--- src/rtl/regfile_write_arbiter_if.sv ---
// Bundles the requester, register-file write and scoreboard signals of the write arbiter.
// The slave modport is the arbiter's view; master is the producer/decode/register-file side.
interface regfile_write_arbiter_if #(
    parameter int NUM_REQ        = 3,
    parameter int DATA_WIDTH     = 16,
    parameter int REG_ADDR_WIDTH = 3
);
    logic [NUM_REQ-1:0]                req_valid;
    logic [NUM_REQ-1:0]                req_ready;
    logic [NUM_REQ*REG_ADDR_WIDTH-1:0] req_reg;
    logic [NUM_REQ*DATA_WIDTH-1:0]     req_data;
    logic                              rf_write;
    logic [REG_ADDR_WIDTH-1:0]         rf_write_reg_num;
    logic [DATA_WIDTH-1:0]             rf_write_data;
    logic                              reserve_valid;
    logic [REG_ADDR_WIDTH-1:0]         reserve_reg;
    logic                              reserve_ready;
    logic [7:0]                        busy;

    modport slave (
        input  req_valid, req_reg, req_data, reserve_valid, reserve_reg,
        output req_ready, rf_write, rf_write_reg_num, rf_write_data, reserve_ready, busy
    );

    modport master (
        output req_valid, req_reg, req_data, reserve_valid, reserve_reg,
        input  req_ready, rf_write, rf_write_reg_num, rf_write_data, reserve_ready, busy
    );
endinterface

--- src/rtl/regfile_write_arbiter.sv ---
// Round-robin arbiter for the register file's single write port, with a registered
// write stage and a destination-register scoreboard used by decode for WAW/RAW stalls.
module regfile_write_arbiter #(
    parameter int NUM_REQ        = 3,
    parameter int DATA_WIDTH     = 16,
    parameter int REG_ADDR_WIDTH = 3
) (
    input  logic                   clk,
    input  logic                   rst_n,
    regfile_write_arbiter_if.slave bus
);
    localparam int PTR_W = $clog2(NUM_REQ);
    localparam int SUM_W = PTR_W + 1;

    logic [PTR_W-1:0]          r_ptr;
    logic                      r_rf_write;
    logic [REG_ADDR_WIDTH-1:0] r_rf_reg;
    logic [DATA_WIDTH-1:0]     r_rf_data;
    logic [7:0]                r_busy;

    logic [SUM_W-1:0]          w_idx;
    logic [PTR_W-1:0]          w_win;
    logic [PTR_W-1:0]          w_ptr_nxt;
    logic                      w_xfer;
    logic [NUM_REQ-1:0]        w_grant;
    logic [REG_ADDR_WIDTH-1:0] w_win_reg;
    logic [DATA_WIDTH-1:0]     w_win_data;
    logic                      w_release;
    logic                      w_reserve_ok;
    logic [7:0]                w_busy_nxt;

    // Search from r_ptr upward, wrapping modulo NUM_REQ; first valid requester wins.
    always_comb begin
        w_grant = '0;
        w_xfer  = 1'b0;
        w_win   = '0;
        w_idx   = '0;
        for (int k = 0; k < NUM_REQ; k++) begin
            w_idx = {1'b0, r_ptr} + SUM_W'(k);
            if (w_idx >= SUM_W'(NUM_REQ)) begin
                w_idx = w_idx - SUM_W'(NUM_REQ);
            end
            if (!w_xfer && bus.req_valid[w_idx[PTR_W-1:0]]) begin
                w_xfer = 1'b1;
                w_win  = w_idx[PTR_W-1:0];
            end
        end
        if (w_xfer) begin
            w_grant[w_win] = 1'b1;
        end
    end

    always_comb begin
        w_win_reg  = '0;
        w_win_data = '0;
        for (int i = 0; i < NUM_REQ; i++) begin
            if (w_grant[i]) begin
                w_win_reg  = bus.req_reg[i*REG_ADDR_WIDTH +: REG_ADDR_WIDTH];
                w_win_data = bus.req_data[i*DATA_WIDTH +: DATA_WIDTH];
            end
        end
    end

    assign w_ptr_nxt = (w_win == PTR_W'(NUM_REQ - 1)) ? '0 : w_win + PTR_W'(1);

    // A register being released by this cycle's commit may be re-reserved immediately.
    assign w_release    = r_rf_write && (r_rf_reg == bus.reserve_reg);
    assign w_reserve_ok = bus.reserve_valid && (!r_busy[bus.reserve_reg] || w_release);

    always_comb begin
        w_busy_nxt = r_busy;
        if (r_rf_write) begin
            w_busy_nxt[r_rf_reg] = 1'b0;
        end
        if (w_reserve_ok) begin
            w_busy_nxt[bus.reserve_reg] = 1'b1;
        end
    end

    always_ff @(posedge clk or negedge rst_n) begin
        if (!rst_n) begin
            r_ptr      <= '0;
            r_rf_write <= 1'b0;
            r_rf_reg   <= '0;
            r_rf_data  <= '0;
            r_busy     <= '0;
        end else begin
            r_rf_write <= w_xfer;
            r_busy     <= w_busy_nxt;
            if (w_xfer) begin
                r_ptr     <= w_ptr_nxt;
                r_rf_reg  <= w_win_reg;
                r_rf_data <= w_win_data;
            end
        end
    end

    assign bus.req_ready        = w_grant;
    assign bus.rf_write         = r_rf_write;
    assign bus.rf_write_reg_num = r_rf_reg;
    assign bus.rf_write_data    = r_rf_data;
    assign bus.reserve_ready    = w_reserve_ok;
    assign bus.busy             = r_busy;
endmodule

--- src/flat_wrapper.sv ---
// flat-port wrapper written by rule: the top's interface ports become plain ports
module regfile_write_arbiter_flat 
#(
    parameter int NUM_REQ        = 3,
    parameter int DATA_WIDTH     = 16,
    parameter int REG_ADDR_WIDTH = 3
)
  (clk, rst_n, bus_req_valid, bus_req_reg, bus_req_data, bus_reserve_valid, bus_reserve_reg, bus_req_ready, bus_rf_write, bus_rf_write_reg_num, bus_rf_write_data, bus_reserve_ready, bus_busy);
  regfile_write_arbiter_if #(.NUM_REQ(NUM_REQ), .DATA_WIDTH(DATA_WIDTH), .REG_ADDR_WIDTH(REG_ADDR_WIDTH)) bus_i ();
  input  logic clk;
  input  logic rst_n;
  input wire logic [$bits(bus_i.req_valid)-1:0] bus_req_valid;
  input wire logic [$bits(bus_i.req_reg)-1:0] bus_req_reg;
  input wire logic [$bits(bus_i.req_data)-1:0] bus_req_data;
  input wire logic [$bits(bus_i.reserve_valid)-1:0] bus_reserve_valid;
  input wire logic [$bits(bus_i.reserve_reg)-1:0] bus_reserve_reg;
  output wire logic [$bits(bus_i.req_ready)-1:0] bus_req_ready;
  output wire logic [$bits(bus_i.rf_write)-1:0] bus_rf_write;
  output wire logic [$bits(bus_i.rf_write_reg_num)-1:0] bus_rf_write_reg_num;
  output wire logic [$bits(bus_i.rf_write_data)-1:0] bus_rf_write_data;
  output wire logic [$bits(bus_i.reserve_ready)-1:0] bus_reserve_ready;
  output wire logic [$bits(bus_i.busy)-1:0] bus_busy;
  assign bus_i.req_valid = bus_req_valid;
  assign bus_i.req_reg = bus_req_reg;
  assign bus_i.req_data = bus_req_data;
  assign bus_i.reserve_valid = bus_reserve_valid;
  assign bus_i.reserve_reg = bus_reserve_reg;
  assign bus_req_ready = bus_i.req_ready;
  assign bus_rf_write = bus_i.rf_write;
  assign bus_rf_write_reg_num = bus_i.rf_write_reg_num;
  assign bus_rf_write_data = bus_i.rf_write_data;
  assign bus_reserve_ready = bus_i.reserve_ready;
  assign bus_busy = bus_i.busy;
  regfile_write_arbiter #(.NUM_REQ(NUM_REQ), .DATA_WIDTH(DATA_WIDTH), .REG_ADDR_WIDTH(REG_ADDR_WIDTH)) u_core (.clk(clk), .rst_n(rst_n), .bus(bus_i));
endmodule
--- config.mk ---
export PLATFORM = sky130hd
export DESIGN_NAME = regfile_write_arbiter_flat
export DESIGN_NICKNAME = d
export VERILOG_FILES = /design/src/rtl/regfile_write_arbiter_if.sv /design/src/rtl/regfile_write_arbiter.sv /design/src/flat_wrapper.sv
export SDC_FILE = /design/constraint.sdc
export NUM_CORES = 1
export LEC_CHECK = 0
export ABC_CLOCK_PERIOD_IN_PS = 4900
export CAP_MARGIN = 20
export CORE_MARGIN = 10
export CORE_UTILIZATION = 30
export DETAILED_ROUTE_END_ITERATION = 6
export PLACE_DENSITY = 0.67
export SYNTH_ARGS = -nofsm -noshare
export SYNTH_HDL_FRONTEND = slang
export SYNTH_SLANG_ARGS = --single-unit
--- constraint.sdc ---
create_clock -name clk -period 4.9 [get_ports clk]
set_clock_uncertainty 0.15 [all_clocks]
set_input_delay 0.98 -clock clk [delete_from_list [all_inputs] [get_ports clk]]
set_output_delay 0.98 -clock clk [all_outputs]
set_load 0.03 [all_outputs]
* Yosys cells after proc, flatten, opt, wreduce, memory -nomap -nowiden
Cells that the tools add are included.
** Word-level totals
- Register bits after elaboration :: 30
- Bits of input ports :: 66
** Cells by class
- Add/sub/neg operators :: 6
- $lt $le $gt $ge :: 12
- Eq/ne operators :: 2
- Mux-type cells :: 33
- Bitwise logic cells :: 3
- Reductions and logical operators :: 11
** Operator list (number)
- 2-to-1 mux 16 bit :: 3
- 2-to-1 mux 8 bit :: 2
- 2-to-1 mux 2 bit :: 7
- < comparator 2 x 3 -> 1 bit (second input constant) :: 4
- 2-to-1 mux 3 bit :: 4
- 2-to-1 mux 1 bit :: 10
- bitwise AND 8 bit :: 1
- < comparator 3 x 4 -> 1 bit (second input constant) :: 2
- inverter 8 bit :: 1
- bitwise OR 8 bit :: 1
- logical AND 1 bit :: 7
- binary-select mux 1 bit (select 2 bit) :: 3
- demux 1 bit (select 3 bit) :: 2
- >= comparator 3 x 1 -> 1 bit (second input constant) :: 2
- >= comparator 3 x 2 -> 1 bit (second input constant) :: 2
- subtractor 2 bit (second input constant) :: 3
- adder 2 x 1 -> 3 bit (second input constant) :: 1
- adder 2 x 2 -> 3 bit (second input constant) :: 1
- binary-select mux 1 bit (select 3 bit) :: 1
- == test 3 bit :: 1
- logical NOT 1 bit :: 3
- adder 2 x 1 -> 2 bit (second input constant) :: 1
- demux 1 bit (select 2 bit) :: 1
- == test 2 bit (second input constant) :: 1
- 3 further kinds :: 3

* Longest topological paths before layout
Gate-level depths: netlist of the first run.
- Word-level depth :: 19
- Depth in mapped cells :: 9
- Gate-level depth less buffers :: 7

* Least setup slack after synthesis of the first run
Ideal clock, no wire load.
- Path type :: input to output
- Start :: input bus_req_valid[1]
- End :: output bus_req_ready[0]
- Arrival :: 2082 ps
- Required time :: 3770 ps
- Slack :: 1688 ps
- Stages :: 3
- Path buffers :: 0
- Cells stage by stage :: nor3_1 o31a_1 nor3_1
** Between the ends
- Longest elaborated chain between the ends :: 14
- Elaborated cells between the ends (all ways) :: 22
- Those cells by class :: 2 x order compare; 15 x mux; 5 x reduce/logical
** RTL lines
- start: declaration :: RTL line flat_wrapper.sv:12 : input wire logic [$bits(bus_i.req_valid)-1:0] bus_req_valid;
- binary-select mux 1 bit (select 2 bit) :: RTL line regfile_write_arbiter.sv:43 : if (!w_xfer && bus.req_valid[w_idx[PTR_W-1:0]]) begin
- 2-to-1 mux 1 bit (not written as such) :: RTL line regfile_write_arbiter.sv:43
- 2-to-1 mux 1 bit :: RTL line regfile_write_arbiter.sv:43
- logical NOT 1 bit :: RTL line regfile_write_arbiter.sv:43
- logical AND 1 bit :: RTL line regfile_write_arbiter.sv:43
- 2-to-1 mux 1 bit :: RTL line regfile_write_arbiter.sv:43
- logical NOT 1 bit :: RTL line regfile_write_arbiter.sv:43
- logical AND 1 bit :: RTL line regfile_write_arbiter.sv:43
- 2-to-1 mux 2 bit :: RTL line regfile_write_arbiter.sv:43
- < comparator 2 x 3 -> 1 bit (not written as such) or >= comparator 2 x 1 -> 1 bit (tied branches) :: RTL line regfile_write_arbiter.sv:49 : w_grant[w_win] = 1'b1;
- logical AND 1 bit (not written as such) :: RTL line regfile_write_arbiter.sv:49
- 2-to-1 mux 1 bit (not written as such) :: RTL line regfile_write_arbiter.sv:49
- demux 1 bit (select 2 bit)
- 2-to-1 mux 3 bit * :: RTL line regfile_write_arbiter.sv:48 : if (w_xfer) begin
- end: declaration :: RTL line flat_wrapper.sv:17 : output wire logic [$bits(bus_i.req_ready)-1:0] bus_req_ready;
Every way passes the cells marked *; elsewhere a longest branch is shown, timed or not. The select of a mux whose other input is x is not followed.

* Final worst setup path of the first run
- Start :: input bus_reserve_reg[0]
- End :: output bus_reserve_ready
** Between the ends
- Longest elaborated chain between the ends :: 5
- Elaborated cells between the ends (all ways) :: 7
- Those cells by class :: 1 x eq/ne; 2 x mux; 4 x reduce/logical
** RTL lines
- start: declaration :: RTL line flat_wrapper.sv:16 : input wire logic [$bits(bus_i.reserve_reg)-1:0] bus_reserve_reg;
- binary-select mux 1 bit (select 3 bit) :: RTL line regfile_write_arbiter.sv:68 : assign w_reserve_ok = bus.reserve_valid && (!r_busy[bus.reserve_reg] || w_release);
- 2-to-1 mux 1 bit (not written as such) :: RTL line regfile_write_arbiter.sv:68
- logical NOT 1 bit :: RTL line regfile_write_arbiter.sv:68
- logical OR 1 bit * :: RTL line regfile_write_arbiter.sv:68
- logical AND 1 bit * :: RTL line regfile_write_arbiter.sv:68
- end: declaration :: RTL line flat_wrapper.sv:21 : output wire logic [$bits(bus_i.reserve_ready)-1:0] bus_reserve_ready;
Marks and branches as above.

==> results.py, run 1 <==
metrics = {
    "die": {
        "die_h_um": 96,
        "dieWidth_um": 96,
        "core-area_mm2": 0.00554,
        "ios": 98,
        "start_util_pct": 31.3,
        "placementRows": 27,
        "dieArea_mm2": 0.00922,
    },
    "power": {
        "p_sw_w": 0.000885,
        "p_int_w": 0.00100,
        "seqPwrFrac_pct": 25.1,
        "power_density_mw_per_mm2": 660,
        "comb_power_share_pct": 65.1,
        "power.leakage_nw": 1.13,
        "ir_drop_uv": 468,
        "power.clock.fraction_pct": 9.8,
        "swShare_pct": 47.0,
    },
    "worst_setup_path": {
        "slowest_stage": "clkdlybuf4s50_1",
        "crit_required_ns": 3.77,
        "path_class": "input port to primary output",
        "path_buf_inv": 2,
        "path_max_fanout": 14,
        "end_kind": "primary output",
        "cp.arrival_ns": 3.21,
        "critical_path.most_common_cell": "clkdlybuf4s50_1",
        "cpPeakStageDelay_ns": 0.73,
        "reg2reg_from": "u_core.r_ptr[0]",
        "cp_top_family": "buffers and inverters",
        "ff2ff_path_depth": 8,
        "cp-start-kind": "input port",
        "path_cells": "clkdlybuf4s50_1 > and3b_1 > a311oi_1 > o22a_1 > o21a_1 > clkdlybuf4s50_1",
        "r2r_end": "u_core.bus.rf_write_data[14]",
        "rrSetupSlack_ns": 1.83,
    },
    "final_layout": {
        "design_area_mm2": 0.00286,
        "antennaDiodeCount": 0,
        "fin_nets": 335,
        "fillers": 561,
        "drive_gt1_share_pct": 9.74,
        "layout.cells.non_filler": 339,
        "syn_to_final_growth_pct": 65.0,
    },
    "synth": {
        "avgSynthCellArea_um2": 10.3,
        "synth_ff_type": "dfrtp_1",
        "synthArstFlopShare_pct": 100,
        "synth_warnings": 0,
        "synth_top_area_share_pct": 43.3,
        "yosysTopAreaCell": "dfrtp_1",
        "syn_nets": 236,
        "syn_area_mm2": 0.00173,
        "yosys-top-cells-area": "dfrtp_1 43%, mux2i_1 11%, a22oi_1 8.2%",
        "syn_inst": 168,
        "ys_seq_elements": 30,
        "synth_cell_types": 38,
        "synth_edf_count": 0,
        "ys_seq_area_share_pct": 43.3,
    },
    "timing": {
        "slew_violations": 0,
        "period_minus_slack_ns": 4.34,
        "tightest_slew_ns": 0.958,
        "max_freq_mhz": 231,
        "setup_slack_ns": 0.565,
        "fin_crit_sh_pct": 88.5,
        "slew_headroom_pct": 36.2,
        "fin_tns_setup_ns": 0,
        "setup_violations": 0,
        "rsz0062_at_grt": "false",
        "fin_hold_ws_ns": 0.358,
        "finalHoldViolations": 0,
    },
    "worst_hold_path": {
        "min_from": "u_core.bus.rf_write_data[5]",
        "whs_path_depth": 2,
        "whs_endpoint": "u_core.bus.rf_write_data[5]",
        "min_path_type": "flop to flop",
    },
    "clocking": {
        "numCtsBuffers": 5,
        "cts_sinks": 30,
        "cts_buffer_depth": 2,
        "cts_hold_buffers": 0,
        "clk_pin_slew_ns": 0.06,
        "cts_tree": "done",
        "h-tree-depth": 2,
        "clkLatencyLatePin_ns": 0.28,
        "cts-resized-gates": 0,
        "root_buffer": "clkbuf_8",
        "cts_setup_buffers": 0,
    },
    "flow_run": {
        "max_cap_viol_count": 0,
    },
    "grt": {
        "grt_use_total_pct": 12.5,
        "grt_start_max_net_pins": 31,
        "grt_overflow": 0,
        "grt_pass1_vias": 1780,
        "antenna_found_initial": 0,
        "grt_pass1_wl_um": 9230,
    },
    "drt": {
        "ant_nets": 0,
        "first_iter_violations": 76,
        "dr.pass1.iters": 4,
        "drc": 0,
        "wl_per_cell_um": 16.9,
        "vias": 1694,
        "vias_per_cell": 5.00,
        "wirelength_um": 5720,
    },
    "placed_design": {
        "placedCellCount": 332,
        "placed_area_mm2": 0.00278,
        "pre_cts_slack_ns": 0.579,
        "portBuffers": 97,
        "dp_hpwl_um": 4560,
        "gp_congestion": 0.856,
    },
    "run_status": {
        "status": "finished clean",
    },
}
how the worst max path moves through the flow:
stage                  startpoint           endpoint  cells past startpoint
3_5_place_dp   bus_reserve_reg[0]  bus_reserve_ready                      6
5_1_grt        bus_reserve_reg[0]  bus_reserve_ready                      6
3_3_place_gp   bus_reserve_reg[0]  bus_reserve_ready                      6
2_1_floorplan    bus_req_valid[1]   bus_req_ready[0]                      3
4_1_cts        bus_reserve_reg[0]  bus_reserve_ready                      6
6_report       bus_reserve_reg[0]  bus_reserve_ready                      6
stage by stage:
| step | util (%) | power, W |
|---|---|---|
| global placement | 50.2 | 0.00171 |
| global route | 51.6 | 0.00203 |
| finish | 51.6 | 0.00189 |
| CTS | 51.6 | 0.00191 |
| floorplan | - | 0.00126 |
| detailed placement | 50.2 | 0.00172 |
cells in the mapped netlist, types with 4 or more instances:
cell,count
o31ai_1,4
o21ai_0,9
buf_2,5
dfrtp_1,30
a22oi_1,19
o21ai_2,10
nand2b_1,4
inv_1,7
nor3_1,4
nand2_1,8
o21ai_1,14
mux2i_1,19
cells by family after synthesis:
logic type | after synthesis | synth area share (%)
flops | 30 | 43.3
xor+xnor | 3 | 1.52
fa+ha+maj | 3 | 2.09
compound gates | 70 | 28.9
buf+inv | 18 | 5.56
simple gates | 25 | 7.65
mux | 19 | 11.0
flip-flops by register name (all words and copies together) (netlist names):
signal	cells
u_core.bus.rf_write	1
u_core.bus.rf_write_reg_num	3
u_core.bus.rf_write_data	16
u_core.r_ptr	2
u_core.bus.busy	8
power by group through the flow:
stage	combinational (W)	clock, W	sequential (W)
3_3_place_gp	0.00123	0	0.000475
5_1_grt	0.00133	0.000209	0.000495
2_1_floorplan	0.000575	0	0.000689
4_1_cts	0.00125	0.000194	0.000474
6_report	0.00123	0.000186	0.000473
3_5_place_dp	0.00124	0	0.000478
area by class of cell:
class,count,area (µm²),share of cell area [%]
flip-flops and latches,30,751,26.3
repair buffers,103,1020,35.5
well taps,72,90.1,3.15
multi-input cells,120,897,31.4
inverters,7,26.3,0.919
clock inverters,2,10.0,0.350
clock buffers,5,68.8,2.41
worst register-to-register path, delay by kind of cell (launching register included):
kind            cells  cell delay (ns)
flops               1             0.38
compound gates      2             0.36
fa+ha+maj           1             0.37
buf+inv             2             0.38
simple gates        3             1.29
placed cells by master, fill, tap and decap left out, types with 4 or more instances in the layout:
cell / instances
clkdlybuf4s50_1: 97
dfrtp_1: 30
mux2i_1: 19
a22oi_1: 19
o21ai_1: 14
o21ai_2: 10
o21ai_0: 9
nand2_1: 8
inv_1: 7
buf_4: 6
clkbuf_8: 5
nor3_1: 4
nand2b_1: 4
o31ai_1: 4
metal layers:
layer	GRT usage [%]	vias to the layer above	part of all wire, %
li1	-	829	-
met1	14.6	804	41
met2	21.7	57	51
met3	4.36	4	8.4
met4	2.21	0	0.42
met5	0	-	0
Note: power is estimated with default switching activity, not from simulation.
==> inputs of run 2 (changes only) <==
--- a/config.mk
+++ b/config.mk
@@ -8,9 +8,9 @@
 export ABC_CLOCK_PERIOD_IN_PS = 4900
 export CAP_MARGIN = 20
 export CORE_MARGIN = 10
-export CORE_UTILIZATION = 30
+export CORE_UTILIZATION = 40
 export DETAILED_ROUTE_END_ITERATION = 6
-export PLACE_DENSITY = 0.67
+export PLACE_DENSITY = 0.85
 export SYNTH_ARGS = -nofsm -noshare
 export SYNTH_HDL_FRONTEND = slang
 export SYNTH_SLANG_ARGS = --single-unit
==> results.py, run 2 (synthesis gave the netlist of run 1 again) <==
metrics = {
    "run_status": {
        "status": "finished clean",
    },
    "drt": {
        "wirelength_um": 5820,
        "drc": 0,
        "vias_per_cell": 5.43,
        "ant_nets": 0,
        "dr.pass1.iters": 5,
        "vias": 1728,
        "wl_per_cell_um": 18.3,
        "first_iter_violations": 64,
    },
    "clocking": {
        "root_buffer": "clkbuf_8",
        "cts-resized-gates": 0,
        "clk_pin_slew_ns": 0.07,
        "cts_sinks": 30,
        "cts_tree": "done",
        "cts_setup_buffers": 0,
        "h-tree-depth": 2,
        "cts_buffer_depth": 2,
        "cts_hold_buffers": 0,
        "clkLatencyLatePin_ns": 0.28,
        "numCtsBuffers": 5,
    },
    "final_layout": {
        "design_area_mm2": 0.00290,
        "syn_to_final_growth_pct": 67.1,
        "final_cell_mix": "97 x clkdlybuf4s50_1, 30 x dfrtp_1, 19 x mux2i_1, 19 x a22oi_1, 14 x o21ai_1",
        "final_util_pct": 70.9,
        "drive_gt1_share_pct": 10.1,
        "largest_register_ffs": 16,
        "antennaDiodeCount": 0,
        "fin_nets": 335,
        "final_common_cell": "clkdlybuf4s50_1",
    },
    "timing": {
        "slew_violations": 0,
        "max_freq_mhz": 229,
        "finalHoldViolations": 0,
        "slew_headroom_pct": 55.0,
        "tightest_slew_ns": 0.673,
        "rsz0062_at_grt": "false",
        "setup_violations": 0,
        "fin_tns_setup_ns": 0,
        "fin_crit_sh_pct": 89.2,
        "period_minus_slack_ns": 4.37,
    },
    "worst_setup_path": {
        "cpPeakStageDelay_ns": 0.77,
        "critical_path.most_common_cell": "clkdlybuf4s50_1",
        "end_kind": "primary output",
        "rrSetupSlack_ns": 1.98,
        "r2r_end": "u_core.bus.rf_write_data[1]",
        "slowest_stage": "clkdlybuf4s50_1",
        "path_class": "input port to primary output",
        "path_cells": "clkdlybuf4s50_1 > and3b_1 > a311oi_1 > o22a_1 > o21a_1 > clkdlybuf4s50_1",
        "cp-start-kind": "input port",
        "crit_required_ns": 3.77,
        "path_max_fanout": 14,
        "reg2reg_from": "u_core.r_ptr[0]",
        "ff2ff_path_depth": 8,
        "cp.arrival_ns": 3.24,
    },
    "die": {
        "placementRows": 23,
        "core-area_mm2": 0.00409,
        "start_util_pct": 42.4,
        "dieWidth_um": 85.8,
        "dieArea_mm2": 0.00737,
        "ios": 98,
        "die_h_um": 85.8,
    },
    "placed_design": {
        "placed_area_mm2": 0.00275,
        "portBuffers": 97,
        "dp_hpwl_um": 4730,
        "gp_congestion": 0.904,
    },
    "worst_hold_path": {
        "min_from": "u_core.bus.rf_write_data[3]",
        "whs_path_depth": 2,
        "whs_endpoint": "u_core.bus.rf_write_data[3]",
        "min_path_type": "flop to flop",
    },
    "flow_run": {
        "max_cap_viol_count": 0,
    },
    "grt": {
        "grt_start_max_net_pins": 24,
        "grt_overflow": 0,
        "antenna_found_initial": 0,
        "grt_use_total_pct": 15.4,
        "grt_pass1_vias": 1869,
        "grt_pass1_wl_um": 9250,
    },
    "power": {
        "ir_drop_uv": 533,
        "power.leakage_nw": 1.15,
        "power_density_mw_per_mm2": 700,
        "p_total_w": 0.00203,
    },
}
run 2: through the flow:
| step | std cells | setup WS, ns | hold WS, ns |
|---|---|---|---|
| after global routing | 318 | 0.441 | 0.381 |
| final | 318 | 0.532 | 0.366 |
| after global placement | 310 | 0.606 | 0.346 |
| after CTS | 318 | 0.567 | 0.373 |
| after floorplan | 168 | 1.69 | 0.326 |
| after detailed placement | 310 | 0.566 | 0.356 |
run 2: routing by layer:
| metal | vias up | wire length [µm] | track usage (%) |
|---|---|---|---|
| met2 | 72 | 3070 | 27.0 |
| li1 | 828 | - | - |
| met5 | - | 0 | 0 |
| met4 | 0 | 141 | 5.84 |
| met1 | 815 | 2170 | 16.5 |
| met3 | 13 | 445 | 5.68 |
run 2: cell type report:
cell class                      count  area [µm²]
Tap cell                           50        62.6
Inverter                            7        26.3
Timing Repair Buffer              103        1020
Multi-Input combinational cell    120         897
Sequential cell                    30         751
Clock inverter                      2        60.1
Fill cell                         323        1190
Clock buffer                        6        82.6
run 2: how the worst max path moves through the flow:
stage / start / endpoint / slack [ns] / cells after the start
2_1_floorplan: bus_req_valid[1] / bus_req_ready[0] / 1.69 / 3
3_3_place_gp: bus_reserve_reg[0] / bus_reserve_ready / 0.61 / 6
3_5_place_dp: bus_reserve_reg[0] / bus_reserve_ready / 0.57 / 6
4_1_cts: bus_reserve_reg[0] / bus_reserve_ready / 0.57 / 6
5_1_grt: bus_reserve_reg[0] / bus_reserve_ready / 0.44 / 6
6_report: bus_reserve_reg[0] / bus_reserve_ready / 0.53 / 6
run 2: worst max-delay path: cells and delay by family:
kind | cells | cell delay, ns
buffers and inverters | 2 | 1.44
AND/OR/NAND/NOR | 1 | 0.23
AO/OA/AOI/OAI | 3 | 0.58
run 2: power by group:
group          total, W  internal [W]  switching (W)
Clock          0.000313      0.000217      0.0000964
Combinational   0.00123      0.000532       0.000702
Sequential     0.000479      0.000377       0.000102
Total           0.00203       0.00113       0.000901
